<file path="src/rtl/pc_branch_unit_pkg.sv">
// ---------------------------------------------------------------------------
// pc_branch_unit_pkg
// Shared condition codes, flag bit positions and the JAL subfield code.
// Revision: 1.0
// ---------------------------------------------------------------------------
`default_nettype none

package pc_branch_unit_pkg;

  localparam logic [3:0] COND_EQ    = 4'b0000;
  localparam logic [3:0] COND_NE    = 4'b0001;
  localparam logic [3:0] COND_CS    = 4'b0010;
  localparam logic [3:0] COND_CC    = 4'b0011;
  localparam logic [3:0] COND_HI    = 4'b0100;
  localparam logic [3:0] COND_LS    = 4'b0101;
  localparam logic [3:0] COND_GT    = 4'b0110;
  localparam logic [3:0] COND_LE    = 4'b0111;
  localparam logic [3:0] COND_FS    = 4'b1000;
  localparam logic [3:0] COND_FC    = 4'b1001;
  localparam logic [3:0] COND_LO    = 4'b1010;
  localparam logic [3:0] COND_HS    = 4'b1011;
  localparam logic [3:0] COND_LT    = 4'b1100;
  localparam logic [3:0] COND_GE    = 4'b1101;
  localparam logic [3:0] COND_UC    = 4'b1110;
  localparam logic [3:0] COND_NEVER = 4'b1111;

  localparam int FLAG_C = 4;
  localparam int FLAG_L = 3;
  localparam int FLAG_F = 2;
  localparam int FLAG_Z = 1;
  localparam int FLAG_N = 0;

  localparam logic [3:0] JAL_CODE = 4'b1000;

endpackage

`default_nettype wire

</file>
<file path="src/rtl/pc_branch_unit_cond_eval.sv">
// ---------------------------------------------------------------------------
// cond_eval
// Combinational evaluation of a 4-bit condition code against stored flags.
// Revision: 1.0
// ---------------------------------------------------------------------------
`default_nettype none

module cond_eval
  import pc_branch_unit_pkg::*;
(
  input  logic [3:0] cond,
  input  logic [4:0] flags,
  output logic       take
);

  logic c_flag, l_flag, f_flag, z_flag, n_flag;

  assign c_flag = flags[FLAG_C];
  assign l_flag = flags[FLAG_L];
  assign f_flag = flags[FLAG_F];
  assign z_flag = flags[FLAG_Z];
  assign n_flag = flags[FLAG_N];

  always_comb begin
    take = 1'b0;
    case (cond)
      COND_EQ:    take = z_flag;
      COND_NE:    take = !z_flag;
      COND_CS:    take = c_flag;
      COND_CC:    take = !c_flag;
      COND_HI:    take = l_flag;
      COND_LS:    take = !l_flag;
      COND_GT:    take = n_flag;
      COND_LE:    take = !n_flag;
      COND_FS:    take = f_flag;
      COND_FC:    take = !f_flag;
      COND_LO:    take = !l_flag && !z_flag;
      COND_HS:    take = l_flag || z_flag;
      COND_LT:    take = !n_flag && !z_flag;
      COND_GE:    take = n_flag || z_flag;
      COND_UC:    take = 1'b1;
      COND_NEVER: take = 1'b0;
      default:    take = 1'b0;
    endcase
  end

endmodule

`default_nettype wire

</file>
<file path="src/rtl/pc_branch_unit.sv">
// ---------------------------------------------------------------------------
// pc_branch_unit
// Program counter, status flags and conditional jump/branch resolution.
// Revision: 1.0
// ---------------------------------------------------------------------------
`default_nettype none

module pc_branch_unit
  import pc_branch_unit_pkg::*;
#(
  parameter int               WIDTH    = 16,
  parameter logic [WIDTH-1:0] RESET_PC = '0
) (
  input  logic             clk,
  input  logic             reset,
  input  logic [15:0]      instruction,
  input  logic             pcAdd,
  input  logic             pcJump,
  input  logic             pcBranch,
  input  logic             flagWrite,
  input  logic [4:0]       aluFlags,
  input  logic [WIDTH-1:0] regTarget,
  output logic [WIDTH-1:0] pc,
  output logic [WIDTH-1:0] pcLink,
  output logic [4:0]       flags,
  output logic             taken,
  output logic             seqError
);

  logic             cond_take;
  logic             is_jal;
  logic             go;
  logic             strobe_conflict;
  logic [WIDTH-1:0] pc_inc;
  logic [WIDTH-1:0] branch_disp;
  logic [WIDTH-1:0] pc_next;
  logic             taken_next;
  logic [3:0]       unused_instr_bits;

  assign unused_instr_bits = instruction[15:12];

  // Conditions always see the registered flags, never this cycle's aluFlags.
  cond_eval u_cond_eval (
    .cond  (instruction[11:8]),
    .flags (flags),
    .take  (cond_take)
  );

  assign is_jal          = (instruction[7:4] == JAL_CODE);
  assign pc_inc          = pc + WIDTH'(1);
  assign branch_disp     = {{(WIDTH-8){instruction[7]}}, instruction[7:0]};
  assign strobe_conflict = (pcAdd && pcJump) || (pcAdd && pcBranch) || (pcJump && pcBranch);
  assign pcLink          = pc_inc;

  always_comb begin
    go         = 1'b0;
    pc_next    = pc;
    taken_next = 1'b0;
    if (pcJump) begin
      // For JAL the cond field names the link register, so it is not a condition.
      go      = cond_take || is_jal;
      pc_next = go ? regTarget : pc_inc;
    end else if (pcBranch) begin
      go      = cond_take;
      pc_next = go ? (pc + branch_disp) : pc_inc;
    end else if (pcAdd) begin
      pc_next = pc_inc;
    end
    taken_next = go;
  end

  always_ff @(posedge clk) begin
    if (reset) begin
      pc       <= RESET_PC;
      flags    <= '0;
      taken    <= 1'b0;
      seqError <= 1'b0;
    end else begin
      pc    <= pc_next;
      taken <= taken_next;
      if (flagWrite) begin
        flags <= aluFlags;
      end
      if (strobe_conflict) begin
        seqError <= 1'b1;
      end
    end
  end

endmodule

`default_nettype wire

</file>
<file path="config.mk">
export PLATFORM = sky130hd
export DESIGN_NAME = pc_branch_unit
export DESIGN_NICKNAME = d
export VERILOG_FILES = /design/src/rtl/pc_branch_unit_pkg.sv /design/src/rtl/pc_branch_unit_cond_eval.sv /design/src/rtl/pc_branch_unit.sv
export SDC_FILE = /design/constraint.sdc
export NUM_CORES = 1
export LEC_CHECK = 0
export ABC_AREA = 1
export CORE_ASPECT_RATIO = 1.1
export CORE_UTILIZATION = 45
export DETAILED_ROUTE_END_ITERATION = 8
export GPL_TIMING_DRIVEN = 0
export PLACE_DENSITY_LB_ADDON = 0.1
export SYNTH_ARGS = -nofsm -noshare
export SYNTH_HDL_FRONTEND = slang
export SYNTH_SLANG_ARGS = --single-unit
</file>
<file path="constraint.sdc">
create_clock -name clk -period 3.73 [get_ports clk]
set_input_delay 0.5595 -clock clk [delete_from_list [all_inputs] [get_ports clk]]
set_output_delay 0.5595 -clock clk [all_outputs]
set_load 0.01 [all_outputs]
</file>
[Word-level counts from Yosys, hierarchy flattened]
Index checks and enable logic that the tools add are counted.
Storage, ports and cells
  flip-flop bits (word level): 23
  latch bits: 0
  memory bits (writable): 0
  memory bits (read-only): 0
  bits of input ports: 43
  output and inout bits: 39
  word-level logic and storage cells: 47
  memories: 0
Operators by class
  $add $sub $neg: 2
  multipliers: 0
  div/mod/pow operators: 0
  order comparisons: 0
  equality and inequality tests: 16
  shift operators: 0
  multiplexer cells: 8
  bitwise gates (word level): 0
  reductions and logical operators: 17
Operator list (count)
  2-to-1 mux 16 bit: 5
  equality test 4 bit, second input constant: 9
  adder 16 x 1 -> 16 bit, second input constant: 1
  adder 16 bit: 1
  equality test 4 x 3 -> 1 bit, second input constant: 4
  case mux 1 bit (16 select lines): 1
  equality test 4 x 2 -> 1 bit, second input constant: 2
  logical AND 1 bit: 5
  logical NOT 1 bit: 5
  logical OR 1 bit: 5
  equality test 4 x 1 -> 1 bit, second input constant: 1
  logical NOT 4 bit: 1
  nonzero test 3 bit: 1
  2-to-1 mux 1 bit: 2

[Longest topological paths before layout]
Gate-level depths: netlist of the first run.
  depth in word-level cells: 6
  depth in mapped cells: 18
  depth with buffers taken out: 16

[Cells and area by module]
Synthesis of the first run repeated with hierarchy kept, for this count alone.
Second synthesis, totals
  cell total of the unflattened synthesis: 492
  area, all modules: 2752.6 um^2
By module, submodules not included
  pc_branch_unit: instances 1, cells each 440, area each 2532.4 um^2, seq. area each 460.4 um^2
  cond_eval: instances 1, cells each 52, area each 220.2 um^2, seq. area each 0.0 um^2

[Least setup slack after synthesis of the first run]
Ideal clock, no wire load.
  path kind: input-to-reg
  start: in instruction[0]
  end: reg pc[10]
  library setup time: 64 ps
  data arrival time: 2020 ps
  data required time: 3666 ps
  setup slack: 1646 ps
  cell stages on the path: 12
  path buffers: 0
  cell sequence: ha_1 -> fa_1 -> nand3_1 -> nand2_1 -> a21oi_1 -> nor2_1 -> nor2_1 -> xnor2_1 -> nand2_1 -> nand2_1 -> nor2_1 -> nor2_1
Between the ends
  word-level cells in the longest chain between the ends: 4
Ends and longest elaborated chain
  start: declaration: RTL line pc_branch_unit.sv:16  | input logic [15:0] instruction,
  adder 16 bit: RTL line pc_branch_unit.sv:65  | pc_next = go ? (pc + branch_disp) : pc_inc;
  2-to-1 mux 16 bit: RTL line pc_branch_unit.sv:65
  2-to-1 mux 16 bit: RTL line pc_branch_unit.sv:63  | end else if (pcBranch) begin
  2-to-1 mux 16 bit: RTL line pc_branch_unit.sv:59  | if (pcJump) begin
  end signal: assignment: RTL line pc_branch_unit.sv:79  | pc <= pc_next;
  end: declaration: RTL line pc_branch_unit.sv:23  | output logic [WIDTH-1:0] pc,
Every way passes these cells.
A chain may end at the register's enable or synchronous reset.

[Worst setup path after layout of the first run]
  start: reg pc[0]
  end: out pcLink[10]
Between the ends
  word-level cells in the longest chain between the ends: 1
Ends and longest elaborated chain
  adder 16 x 1 -> 16 bit: RTL line pc_branch_unit.sv:50  | assign pc_inc = pc + WIDTH'(1);
  end: declaration: RTL line pc_branch_unit.sv:24  | output logic [WIDTH-1:0] pcLink,
Every way passes these cells.

==> metrics.md, run 1 <==
| Metric | Value |
|---|---|
| Status | `complete, no violations` |
| ANT nets after route | `0` |
| Global-route wire length before repair | `15.1 mm` |
| Vias post-DR | `3,505` |
| Clock Skew | `0.00264 ns` |
| Ys Warns | `0` |
| Final Hold Vio Count | `0` |
| DRT iter0 DRCs | `192` |
| Max-slew headroom | `roughly 62%` |
| R2r setup slk | `around 1.5 ns` |
| CTS clk-pin slew, worst paths | `0.09 ns` |
| Hold_sp | `flags[4]` |
| Post-Syn Instances | `just over 500` |
| Root Driver | `clkbuf_8` |
| Leakage | `1.92 nW` |
| First-pass detailed-route iteration total | `6` |
| Post-synthesis cell type count | `34` |
| Critical path required time | `3.17 ns` |
| CTS Buf Count | `3` |
| Setup bufs post-CTS | `0` |
| GRT Overall Usage | `28.8%` |
| Hold buffers post-CTS | `0` |
| Skew-Pair Late Insertion Delay | `0.28 ns` |
| Fillcell total | `around 660` |
| # nets final | `646` |
| Worst Max-Slew Pin Slew | `around 0.57 ns` |
| CTS tree | `built` |
| Worst Hold End | `flags[4]` |
| Die H | `86.1 um` |
| Crit. End Element | `output port` |
| PD cells | `296 mW/mm2` |
| TNS Setup | `0 ns` |
| Num ports | `82` |
| Drt drc | `0` |
| Part of the Yosys area used for sequential elements | `between 15 and 20%` |
| H-tree depth | `1` |
| Minimum clock period | `around 3 ns` |
| Count of input and output buffers | `74` |
| Clk buf depth | `2` |
| Core Area | `about 0.0062 mm2` |
| CTS Sinks | `23` |
| R2r endpoint | `pc[14]` |
| Syn_area_per_cell | `5.71 um2` |
| Synth Register Bits | `23` |
| Number of global-route vias before repair | `3,138` |
| Count of final setup violators | `0` |
| Syn_nets | `approximately 570` |
| Post-placement setup slack | `0.684 ns` |
| Hold Path Class | `register to register` |
| Global placement routability congestion | `roughly 0.92` |
| Peak supply drop | `about 0.14 mV` |
| Post-CTS sizing | `0` |
| Cell Rows | `30` |
| Largest net degree at the start of global routing | `13` |
| Post-synth EDFFs | `0` |
| Max-Cap Viols | `0` |
| Antenna diode count | `0` |
| RSZ-0062 raised after global routing | `no` |
| CP startpoint kind | `register` |
| R2r startpoint | `pc[0]` |
| Initial core utilization | `46.7%` |
| Die area | `0.00676 mm2` |
| Antenna violations before repair | `0` |
| Final Max Tran Viols | `0` |
| Netlist Area Pre-Place | `0.00289 mm2` |
| Most used DFF post-synth | `dfxtp_1` |
| Hpwl dp | `around 7.5 mm` |
| Layout cells sized above 1 | `4.44%` |
| Die Wd | `78.5 um` |
| Crit path max fanout | `8` |
| Critical Path AT | `2.43 ns` |
| Async SR Flop Fraction | `0%` |
| Routed WL per cell | `14.2 um` |
| Area grow syn2layout | `30.6%` |
| GRT overflow | `0` |
| Final setup margin | `about 0.74 ns` |
| Vias per cell | `5.27` |
| Fraction of the cycle the final worst path needs | `between 80 and 90%` |
| Post-Route WL | `around 9.5 mm` |
| Worst-case reg-to-reg path depth | `14` |
| Crit path kind | `register to output port` |
| Hold Path Depth | `2` |
| Fmax | `about 330 MHz` |
| Origin of the worst setup path | `pc[0]` |
[cell families (layout without fill, tap and decap cells)]
group / count (synthesis) / after routing / synth area share (%)
flip-flops: 23 / 23 / 15.9
AO/OA/AOI/OAI: 49 / 49 / 8.65
XOR/XNOR: 19 / 19 / 5.75
buffers and inverters: 97 / 175 / 14.0
AND/OR/NAND/NOR: 302 / 302 / 48.1
adder cells (fa/ha/maj): 17 / 17 / 7.61
[worst max-delay path, stage by stage, from the launching register on]
cell             delay, ns
dfxtp_1               0.50
ha_1                  0.29
nand3_1               0.10
nor3_1                0.37
nand3_1               0.13
nand2_1               0.09
nand2_1               0.09
inv_1                 0.06
clkdlybuf4s50_1       0.52
[placed cells by master (no fill, tap or decap), drive strengths merged]
| master | instances |
|---|---|
| a21o | 1 |
| a21oi | 23 |
| and3 | 1 |
| buf | 7 |
| clkbuf | 12 |
| clkdlybuf4s50 | 74 |
| clkinv | 1 |
| dfxtp | 23 |
| fa | 1 |
| ha | 16 |
| inv | 81 |
| nand2 | 134 |
| nand3 | 79 |
| nand3b | 6 |
| nand4 | 10 |
| nor2 | 63 |
| nor3 | 8 |
| o21ai | 24 |
| o21bai | 1 |
| or2 | 1 |
| xnor2 | 9 |
| xor2 | 10 |
[sequential cells by signal, indices dropped and copies added (netlist names)]
register / count
seqError: 1
flags: 5
pc: 16
taken: 1
[metrics by stage]
stage               instance area (um2)  hold slack [ns]  instances  total power (W)  util (%)
floorplan                          2890            0.506        507         0.000701         -
global placement                   3730            0.489        661         0.000938      60.3
detailed placement                 3730            0.495        661         0.000947      60.3
CTS                                3780            0.508        665          0.00111      61.0
global route                       3780            0.533        665          0.00121      61.0
finish                             3780            0.508        665          0.00112      61.0
[report_power, final]
| part | leakage (nW) | switching, W | internal (W) |
|---|---|---|---|
| Combinational | 1.71 | 0.000350 | 0.000281 |
| Sequential | 0.191 | 0.0000447 | 0.000272 |
| Clock | 0.0228 | 0.0000945 | 0.0000768 |
[worst max path at each step]
stage / end / slack, ns / cells after the start
after floorplan: pc[10] / 1.65 / 12
after global placement: pc[11] / 0.71 / 12
after detailed placement: pc[11] / 0.68 / 12
after CTS: pcLink[10] / 0.78 / 8
after global routing: pcLink[10] / 0.58 / 8
final: pcLink[10] / 0.74 / 8
[metal layers]
metal  global-route usage, %  share of wire, %  vias up
met3                    3.19               6.5       17
met1                    35.7                42     1565
met5                       0                 0        -
li1                        -                 -     1775
met4                    9.60               2.4        0
met2                    51.4                49      148
[synth_stat cells (7+ instances only)]
master,number,area (um2)
a21oi_1,23,115
clkbuf_1,7,26.3
dfxtp_1,23,460
ha_1,16,200
inv_1,78,293
nand2_1,127,477
nand3_1,76,380
nand4_1,10,62.6
nor2_1,62,233
nor3_1,8,40.0
o21ai_0,24,120
xnor2_1,9,78.8
xor2_1,10,87.6
[final cells by class]
class	instances	area, um2	share of cell area (%)
Multi-Input combinational cell	387	2030	53.7
Timing Repair Buffer	74	741	19.6
Sequential cell	23	460	12.2
Inverter	82	310	8.21
Tap cell	80	100	2.65
Buffer	15	93.8	2.48
Clock buffer	4	45.0	1.19
Note: power is estimated with default switching activity, not from simulation.
==> inputs of run 2 (changes only) <==
==> constraint.sdc (replaced) <==
create_clock -name clk -period 2.97 [get_ports clk]
set_input_delay 0.4455 -clock clk [delete_from_list [all_inputs] [get_ports clk]]
set_output_delay 0.4455 -clock clk [all_outputs]
set_load 0.01 [all_outputs]
==> metrics.md, run 2 (synthesized netlist as in run 1, its figures left out) <==
| Metric | Value |
|---|---|
| Count of input and output buffers | `74` |
| Post-placement setup slack | `around 0.038 ns` |
| CP cell instances | `ha_1 > nand2_1 > nor2_2 > nand2_1 > xnor2_1 > clkdlybuf4s50_1` |
| Largest net degree at the start of global routing | `13` |
| H-tree depth | `1` |
| Crit path max fanout | `8` |
| Critical Path AT | `2.31 ns` |
| Post-placement cell count | `661` |
| Peak supply drop | `0.172 mV` |
| Routed WL per cell | `~14 um` |
| CTS Sinks | `23` |
| CTS clk-pin slew, worst paths | `0.09 ns` |
| Count of final setup violators | `0` |
| Fin cells | `665` |
| Origin of the worst setup path | `pc[0]` |
| Minimum clock period | `about 2.8 ns` |
| CTS Buf Count | `3` |
| CP delay by family, top | `buffers and inverters` |
| Vias per cell | `5.25` |
| Status | `complete, no violations` |
| ANT nets after route | `0` |
| Die area | `0.00676 mm2` |
| Largest Register | `pc` |
| Root Driver | `clkbuf_8` |
| PD cells | `372 mW/mm2` |
| Max-Cap Viols | `0` |
| Die H | `86.1 um` |
| Hpwl dp | `roughly 7.5 mm` |
| Worst path slowest cell | `clkdlybuf4s50_1` |
| Crit. End Element | `output port` |
| Antenna violations before repair | `0` |
| Leakage | `1.92 nW` |
| Most common cell after layout, fill and taps aside | `nand2_1` |
| CTS tree | `built` |
| Seq. cell area | `460 um2` |
| Area grow syn2layout | `30.9%` |
| Worst Max-Slew Pin Slew | `between 0.5 and 0.6 ns` |
| Final Max Tran Viols | `0` |
| Largest regs | `pc x16, flags x5` |
| Largest stage delay, worst path | `around 0.59 ns` |
| R2r startpoint | `pc[0]` |
| CP startpoint kind | `register` |
| Final setup margin | `roughly 0.21 ns` |
| Buffers & Inverters on Critical Path | `1` |
| Number of global-route vias before repair | `3,138` |
| Fmax | `362 MHz` |
| Layout cells sized above 1 | `4.79%` |
| First-pass detailed-route iteration total | `6` |
| Clk buf depth | `2` |
| Num ports | `82` |
| Critical path required time | `around 2.5 ns` |
| Drt drc | `0` |
| Die Wd | `78.5 um` |
| Setup bufs post-CTS | `0` |
| Global placement routability congestion | `0.916` |
| Hold buffers post-CTS | `0` |
| # nets final | `646` |
| Post-Route WL | `9.46 mm` |
| Initial core utilization | `46.7%` |
| Multi-input logic area | `0.00204 mm2` |
| Cell Rows | `30` |
| Most frequent CP cell | `nand2_1` |
| Vias post-DR | `roughly 3,500` |
| Hold_sp | `flags[4]` |
| Most frequent cells in the layout | `nand2_1, inv_1, nand3_1` |
| Final Hold Vio Count | `0` |
| RSZ-0062 raised after global routing | `no` |
| Hold Path Class | `register to register` |
| Skew-Pair Late Insertion Delay | `roughly 0.28 ns` |
| Fillcell total | `659` |
| Antenna diode count | `0` |
| Core Area | `0.00619 mm2` |
| DRT iter0 DRCs | `202` |
| Global-route wire length before repair | `15.1 mm` |
| Max reg flops | `16` |
| Power Total | `0.00141 W` |
| Crit path kind | `register to output port` |
| Fraction of the cycle the final worst path needs | `around 93%` |
| TNS Setup | `0 ns` |
| Post-CTS sizing | `0` |
| GRT Overall Usage | `28.8%` |
| Max-slew headroom | `61.5%` |
| GRT overflow | `0` |
| Clock Skew | `0.00318 ns` |
[run 2: cell count changes in the layout (fill, tap and decap cells not counted)]
cell,before,now
nor3_1,8,7
nor2_1,62,61
nor2_2,1,2
nor3_2,0,1
[run 2: worst register-to-register path, delay by kind of cell (launching register included)]
| kind | cells | cell delay (ns) |
|---|---|---|
| adder cells (fa/ha/maj) | 2 | 0.66 |
| flip-flops | 1 | 0.40 |
| AND/OR/NAND/NOR | 12 | 1.04 |
[run 2: stage by stage]
step | util (%) | hold WS (ns) | cell area, um2
2_1_floorplan | - | 0.506 | 2890
3_3_place_gp | 60.3 | 0.489 | 3730
3_5_place_dp | 60.3 | 0.495 | 3730
4_1_cts | 61.0 | 0.508 | 3780
5_1_grt | 61.2 | 0.533 | 3790
6_report | 61.2 | 0.508 | 3790
[run 2: worst paths after layout]
check	to	slack, ns	cells past startpoint
worst max-delay path	pcLink[8]	0.21	6
worst min-delay path	flags[4]	0.51	2
worst max register to register	pc[14]	0.76	14
worst min register to register	flags[4]	0.51	2
[run 2: final cells by class]
type                    count  share of cell area (%)
repair buffers             74                    19.6
multi-input cells         387                    53.8
inverters                  82                    8.19
clock buffers               4                    1.19
flip-flops and latches     23                    12.2
well taps                  80                    2.64
plain buffers              15                    2.48
[run 2: power by group]
group	internal (W)	switching (W)	total (W)	leakage, nW
Combinational	0.000353	0.000440	0.000793	1.71
Clock	0.0000965	0.000120	0.000216	0.0228
Sequential	0.000342	0.0000560	0.000398	0.191
[run 2: routing by layer]
metal | vias to the layer above | global-route usage, % | wire length (um)
met3 | 23 | 3.19 | 550
met4 | 0 | 9.60 | 256
li1 | 1769 | - | -
met2 | 130 | 51.4 | 4640
met5 | - | 0 | 0
met1 | 1568 | 35.7 | 4020
==> inputs of run 3 (changes only) <==
--- a/config.mk
+++ b/config.mk
@@ -14,3 +14,4 @@
 export SYNTH_ARGS = -nofsm -noshare
 export SYNTH_HDL_FRONTEND = slang
 export SYNTH_SLANG_ARGS = --single-unit
+export TNS_END_PERCENT = 20
==> results of run 3 <==
The final DEF is identical to that of run 2; final timing and power are the same.
